## config.mk

```make
export PLATFORM = sky130hd
export DESIGN_NAME = uart_cfg_loader
export DESIGN_NICKNAME = d
export VERILOG_FILES = /design/src/rtl/uart_cfg_loader.sv
export SDC_FILE = /design/constraint.sdc
export NUM_CORES = 2
export LEC_CHECK = 0
export CORE_ASPECT_RATIO = 0.7
export CORE_MARGIN = 2
export CORE_UTILIZATION = 50
export DETAILED_ROUTE_END_ITERATION = 8
export GPL_ROUTABILITY_DRIVEN = 0
export PLACE_DENSITY = 0.74
export SETUP_SLACK_MARGIN = 0.5
export SYNTH_ARGS = -nofsm -noshare
export SYNTH_HDL_FRONTEND = slang
export SYNTH_SLANG_ARGS = --single-unit
```

## constraint.sdc

```tcl
create_clock -name clk -period 5.7 [get_ports clk]
set_input_delay 1.14 -clock clk [delete_from_list [all_inputs] [get_ports clk]]
set_output_delay 1.14 -clock clk [all_outputs]
set_load 0.02 [all_outputs]
```

## src/rtl/uart_cfg_loader.sv

```systemverilog
// uart_cfg_loader: receives configuration bytes over a UART line into a shadow
// buffer. Once a full set of NUM_BYTES bytes is collected it is committed to
// cfg_flat on the next vsync falling edge.
//
// Ports:
//   clk, rst        - clock, synchronous active-high reset
//   rx              - asynchronous UART line (idle high, LSB first)
//   vsync           - synchronous frame sync; its falling edge commits a pending set
//   cfg_flat        - active configuration, byte k in bits [8k+7:8k]
//   commit          - one-cycle pulse when cfg_flat updates
//   rx_strobe/rx_byte - one-cycle pulse with each byte the UART accepts
//   sample_tick     - prescaler tick, one cycle every DIV clocks
//   frame_err       - sticky: bad stop bit (or parity) seen
//   overrun         - sticky: byte arrived while a full set was still pending
//
// Build option: define UART_CFG_PARITY_EN to expect an even-parity bit
// between the data bits and the stop bit.
module uart_cfg_loader #(
    parameter int unsigned NUM_BYTES       = 60,
    parameter int unsigned DIV             = 27,
    parameter int unsigned OVERSAMPLE      = 16,
    parameter int unsigned IDLE_RESET_BITS = 32
) (
    input  logic                   clk,
    input  logic                   rst,
    input  logic                   rx,
    input  logic                   vsync,
    output logic [NUM_BYTES*8-1:0] cfg_flat,
    output logic                   commit,
    output logic                   rx_strobe,
    output logic [7:0]             rx_byte,
    output logic                   sample_tick,
    output logic                   frame_err,
    output logic                   overrun
);

    localparam int unsigned PRESC_W    = $clog2(DIV);
    localparam int unsigned OS_W       = $clog2(OVERSAMPLE);
    localparam int unsigned HALF       = OVERSAMPLE / 2;
    localparam int unsigned IDX_W      = (NUM_BYTES > 1) ? $clog2(NUM_BYTES) : 1;
    localparam int unsigned IDLE_LIMIT = IDLE_RESET_BITS * OVERSAMPLE;
    localparam int unsigned IDLE_LAST  = (IDLE_LIMIT > 0) ? IDLE_LIMIT - 1 : 0;
    localparam int unsigned IDLE_W     = (IDLE_LIMIT > 0) ? $clog2(IDLE_LIMIT + 1) : 1;

    typedef enum logic [2:0] {
        S_IDLE,
        S_START,
        S_DATA,
        S_PARITY,
        S_STOP,
        S_WAIT_HIGH
    } rx_state_e;

    // Registers
    logic                          rx_meta_q, rx_sync_q;
    logic [PRESC_W-1:0]            presc_q, presc_d;
    logic                          tick_q, tick_d;
    rx_state_e                     state_q, state_d;
    logic [OS_W-1:0]               os_cnt_q, os_cnt_d;
    logic [2:0]                    bit_cnt_q, bit_cnt_d;
    logic [7:0]                    shift_q, shift_d;
    logic [7:0]                    byte_q, byte_d;
    logic                          strobe_q, strobe_d;
    logic                          frame_err_q, frame_err_d;
    logic                          overrun_q, overrun_d;
    logic [IDX_W-1:0]              idx_q, idx_d;
    logic                          pending_q, pending_d;
    logic [NUM_BYTES-1:0][7:0]     shadow_q, shadow_d;
    logic [NUM_BYTES-1:0][7:0]     cfg_q, cfg_d;
    logic                          commit_q, commit_d;
    logic                          vsync_prev_q;
    logic [IDLE_W-1:0]             idle_cnt_q, idle_cnt_d;
`ifdef UART_CFG_PARITY_EN
    logic                          par_bad_q, par_bad_d;
`endif

    logic accept_c;
    logic vsync_fall_c;

    // Free-running prescaler; tick_q is high in the cycle the count sits at DIV-1
    always_comb begin
        presc_d = (presc_q == PRESC_W'(DIV - 1)) ? '0 : presc_q + PRESC_W'(1);
        tick_d  = (presc_d == PRESC_W'(DIV - 1));
    end

    // UART receive FSM, advances only on prescaler ticks
    always_comb begin
        state_d     = state_q;
        os_cnt_d    = os_cnt_q;
        bit_cnt_d   = bit_cnt_q;
        shift_d     = shift_q;
        frame_err_d = frame_err_q;
        accept_c    = 1'b0;
`ifdef UART_CFG_PARITY_EN
        par_bad_d   = par_bad_q;
`endif
        if (tick_q) begin
            case (state_q)
                S_IDLE: begin
                    if (!rx_sync_q) begin
                        state_d  = S_START;
                        os_cnt_d = '0;
                    end
                end
                S_START: begin
                    // Re-check the line at mid start bit to reject glitches
                    if (os_cnt_q == OS_W'(HALF - 1)) begin
                        os_cnt_d  = '0;
                        bit_cnt_d = '0;
                        state_d   = rx_sync_q ? S_IDLE : S_DATA;
`ifdef UART_CFG_PARITY_EN
                        par_bad_d = 1'b0;
`endif
                    end else begin
                        os_cnt_d = os_cnt_q + OS_W'(1);
                    end
                end
                S_DATA: begin
                    if (os_cnt_q == OS_W'(OVERSAMPLE - 1)) begin
                        os_cnt_d  = '0;
                        shift_d   = {rx_sync_q, shift_q[7:1]};
                        bit_cnt_d = bit_cnt_q + 3'd1;
                        if (bit_cnt_q == 3'd7) begin
`ifdef UART_CFG_PARITY_EN
                            state_d = S_PARITY;
`else
                            state_d = S_STOP;
`endif
                        end
                    end else begin
                        os_cnt_d = os_cnt_q + OS_W'(1);
                    end
                end
`ifdef UART_CFG_PARITY_EN
                S_PARITY: begin
                    if (os_cnt_q == OS_W'(OVERSAMPLE - 1)) begin
                        os_cnt_d  = '0;
                        // Even parity: data bits plus parity bit XOR to zero
                        par_bad_d = rx_sync_q ^ (^shift_q);
                        state_d   = S_STOP;
                    end else begin
                        os_cnt_d = os_cnt_q + OS_W'(1);
                    end
                end
`endif
                S_STOP: begin
                    if (os_cnt_q == OS_W'(OVERSAMPLE - 1)) begin
                        os_cnt_d = '0;
`ifdef UART_CFG_PARITY_EN
                        if (rx_sync_q && !par_bad_q) begin
`else
                        if (rx_sync_q) begin
`endif
                            accept_c = 1'b1;
                            state_d  = S_IDLE;
                        end else begin
                            frame_err_d = 1'b1;
                            state_d     = rx_sync_q ? S_IDLE : S_WAIT_HIGH;
                        end
                    end else begin
                        os_cnt_d = os_cnt_q + OS_W'(1);
                    end
                end
                S_WAIT_HIGH: begin
                    // A low stop bit may be a break; hold off until the line idles
                    if (rx_sync_q) begin
                        state_d = S_IDLE;
                    end
                end
                default: begin
                    state_d = S_IDLE;
                end
            endcase
        end
    end

    // Byte output pulse
    always_comb begin
        strobe_d = accept_c;
        byte_d   = accept_c ? shift_q : byte_q;
    end

    // Shadow fill, commit on vsync fall, overrun and idle resynchronisation
    always_comb begin
        idx_d        = idx_q;
        pending_d    = pending_q;
        shadow_d     = shadow_q;
        cfg_d        = cfg_q;
        commit_d     = 1'b0;
        overrun_d    = overrun_q;
        idle_cnt_d   = idle_cnt_q;
        vsync_fall_c = vsync_prev_q & ~vsync;

        // Uses pending_q, so a set completing this cycle waits for the next fall
        if (vsync_fall_c && pending_q) begin
            cfg_d     = shadow_q;
            pending_d = 1'b0;
            commit_d  = 1'b1;
        end

        if (accept_c) begin
            if (pending_q) begin
                overrun_d = 1'b1;
            end else begin
                shadow_d[idx_q] = shift_q;
                if (idx_q == IDX_W'(NUM_BYTES - 1)) begin
                    idx_d     = '0;
                    pending_d = 1'b1;
                end else begin
                    idx_d = idx_q + IDX_W'(1);
                end
            end
        end

        // Long idle mid-set means the sender restarted; realign to byte 0
        if (IDLE_RESET_BITS != 0) begin
            if (state_q == S_IDLE && state_d == S_IDLE) begin
                if (tick_q && idle_cnt_q != IDLE_W'(IDLE_LIMIT)) begin
                    idle_cnt_d = idle_cnt_q + IDLE_W'(1);
                    if (idle_cnt_q == IDLE_W'(IDLE_LAST)) begin
                        idx_d = '0;
                    end
                end
            end else begin
                idle_cnt_d = '0;
            end
        end
    end

    // State registers
    always_ff @(posedge clk) begin
        if (rst) begin
            rx_meta_q    <= 1'b1;
            rx_sync_q    <= 1'b1;
            presc_q      <= '0;
            tick_q       <= 1'b0;
            state_q      <= S_IDLE;
            os_cnt_q     <= '0;
            bit_cnt_q    <= '0;
            shift_q      <= '0;
            byte_q       <= '0;
            strobe_q     <= 1'b0;
            frame_err_q  <= 1'b0;
            overrun_q    <= 1'b0;
            idx_q        <= '0;
            pending_q    <= 1'b0;
            shadow_q     <= '0;
            cfg_q        <= '0;
            commit_q     <= 1'b0;
            vsync_prev_q <= 1'b0;
            idle_cnt_q   <= '0;
`ifdef UART_CFG_PARITY_EN
            par_bad_q    <= 1'b0;
`endif
        end else begin
            rx_meta_q    <= rx;
            rx_sync_q    <= rx_meta_q;
            presc_q      <= presc_d;
            tick_q       <= tick_d;
            state_q      <= state_d;
            os_cnt_q     <= os_cnt_d;
            bit_cnt_q    <= bit_cnt_d;
            shift_q      <= shift_d;
            byte_q       <= byte_d;
            strobe_q     <= strobe_d;
            frame_err_q  <= frame_err_d;
            overrun_q    <= overrun_d;
            idx_q        <= idx_d;
            pending_q    <= pending_d;
            shadow_q     <= shadow_d;
            cfg_q        <= cfg_d;
            commit_q     <= commit_d;
            vsync_prev_q <= vsync;
            idle_cnt_q   <= idle_cnt_d;
`ifdef UART_CFG_PARITY_EN
            par_bad_q    <= par_bad_d;
`endif
        end
    end

    assign cfg_flat    = cfg_q;
    assign commit      = commit_q;
    assign rx_strobe   = strobe_q;
    assign rx_byte     = byte_q;
    assign sample_tick = tick_q;
    assign frame_err   = frame_err_q;
    assign overrun     = overrun_q;

endmodule
```

==> impl_metrics.yaml <==
clock_network:
  clock-sinks: 1016
  htreeDepth: 3
  cts_inserted_buffers: 92
  post_cts_buffers: 0
  clock_latency_ps: 650
  cts_tree: "built"
  cts.reportedPaths.clkPinSlew_ps: 70
  cts-resized-gates: 0
  cts_buffer_depth: 3
  cts_root_buf: "clkbuf_16"
  hold_buffers: 0
setup_path:
  r2r_start: "sample_tick"
  required_ps: 6250
  cp_top_family: "simple AND/OR/NAND/NOR gates"
  cp_num_buf_inv: 0
  end_kind: "flip-flop"
  reg2reg_depth: 4
  crit_arrival_ps: 4030
  rr_endpoint: "shadow_q[148]"
  worstPathCellList: "nand4_4 -> nor4_4 -> nand4b_1 -> mux2i_1"
  critPathMaxFanout: 19
  slowest_delay_ps: 850
  rrSetupSlack_ps: 2220
  startpoint_type: "flip-flop"
  cp-startpoint: "sample_tick"
  critPathSlowestCell: "nor4_4"
  worstSetupPathType: "reg2reg"
synthesis:
  synth_top_area_share: 0.543
  synthCells: 4096
  synth_area_per_cell_um2: 9.14
  synth_edf_count: 0
  yosys_warnings: 0
  synthesis.area_um2: 37400
  synth_ff_type: "dfxtp_1"
  ys_types: 61
  ys_seq_area_frac: 0.543
  async_flop_share: 0
  synthesis.nets: 4109
  synth_area_leaders: "dfxtp_1 54%, mux2i_1 12%, nand2_1 10%, a21oi_1 6.8%, nand2b_1 5.2%"
  ys_ff_latch: 1016
  synth_top_cell_by_area: "dfxtp_1"
min_path:
  holdCritPathClass: "reg2reg"
  min_from: "rx_meta_q"
  hold_depth: 1
  min_to: "rx_sync_q"
floorplanning:
  start_util: 0.508
  num_rows: 83
  fp.dieH_um: 233
  core_area_um2: 73700
  io_pins: 497
  die_area_um2: 77100
  dieWidth_um: 331
run_status:
  status: "finished, final reports clean"
timing:
  rsz0062_at_grt: "false"
  max_slew.worst_pin.slew_ps: 1390
  final.setup.tns_ps: 0
  hold_viol: 0
  clock_skew_ps: 19.6
  layout_min_cycle_time_ps: 3480
  fin_ws_ps: 2220
  fmax_mhz: 288
  max_slew_margin: 0.0635
  min_period_over_period: 0.610
  fin_hold_ws_ps: 423
  setup_viol: 0
  final-max-slew-violation-count: 0
routing:
  num_vias: 29100
  vias_per_cell: 5.33
  wl_um: 105000
  ant_nets: 0
  drtIter0Drc: 2604
  drt_pass1_iterations: 5
  drc: 0
  wl_per_cell_um: 19.2
placed_design:
  io_buffers: 496
  dp_hpwl_um: 65200
  dp_slack_ps: 2240
final_layout:
  drive_gt1_frac: 0.0567
  fin_util: 0.624
  nFillCells: 6265
  final_cell_mix: "1020 x nand2_1, 1008 x dfxtp_1, 508 x a21oi_1"
  layout.nets: 4418
  final_common_cell: "nand2_1"
  multi_input_area_um2: 15900
  area_delta_synth_final_pct: 22.8
  n_antenna_cell: 0
  final-seq-area_um2: 20300
global_routing:
  grt_antenna_before_repair: 1
  grt.overflow.total: 0
  grt_pass1_vias: 27100
  grt_pass1_wl_um: 157000
  grt_use_total: 0.261
  grt_max_degree: 213
pwr:
  power.total_mw: 13.8
  power_density_nw_per_um2: 299
  peakVddDrop_mv: 0.243
  p_leak_nw: 17.7
flow_run:
  maxCapViolCount: 0
power breakdown:
group / internal, mW / switching, mW / total, mW
sequential: 7.10 / 0.00444 / 7.10
combinational: 0.0484 / 0.109 / 0.157
clock: 3.79 / 2.71 / 6.50
total: 10.9 / 2.82 / 13.8
worst max-delay path by stage:
stage                          to  cells past startpoint  slack (ps)
finish              shadow_q[148]                      4        2220
global route        shadow_q[274]                      5        1970
CTS                 shadow_q[148]                      4        2220
detailed placement  shadow_q[148]                      4        2240
global placement    shadow_q[275]                      5        2340
floorplan             cfg_flat[5]                      6        3210
kinds of logic after synthesis:
kind of cell    Yosys count  share of synthesized area
mux                     462                      0.124
compound gates          562                     0.0765
flops                  1016                      0.543
xor+xnor                 14                    0.00328
buf+inv                 330                     0.0343
fa+ha+maj                 9                    0.00301
simple gates           1703                      0.216
sequential cells by signal (all words and copies together) (netlist names), 3 cells and up:
signal / cells
state_q: 3
cfg_flat: 480
shift_q: 8
idle_cnt_q: 10
idx_q: 6
presc_q: 5
bit_cnt_q: 3
shadow_q: 480
os_cnt_q: 4
rx_byte: 8
area by class of cell:
cell class | instances | area share
sequential | 1016 | 0.442
multi-input combinational | 2750 | 0.345
timing repair buffer | 533 | 0.116
clock buffer | 125 | 0.0575
tap | 977 | 0.0266
clock inverter | 42 | 0.0114
inverter | 12 | 0.000979
synth_stat cells (12+ instances only):
master	number
inv_1	12
nand2_1	1020
nand2b_1	311
mux2i_1	462
o21ai_0	36
dfxtp_1	1016
nor2_1	197
nand3_2	12
nand4_1	21
a21oi_1	508
buf_2	24
nand3b_1	31
clkbuf_1	287
worst reg2reg max path, stage by stage (launching register included):
cell	delay, ps
dfxtp_1	740
nand4_4	570
nor4_4	860
nand4b_1	850
mux2i_1	380
metal layers:
metal,vias up,track usage,share of wire
met5,-,0,0.00015
met4,2,0.0762,0.026
met3,158,0.0485,0.058
met2,793,0.410,0.46
met1,14000,0.366,0.46
li1,14100,-,-
per-stage QoR:
step,std cells,cell area [um2]
floorplan,4096,37400
global placement,5288,42800
detailed placement,5288,42800
CTS,5455,46000
global route,5455,46000
finish,5455,46000
Note: power is estimated with default switching activity, not from simulation.
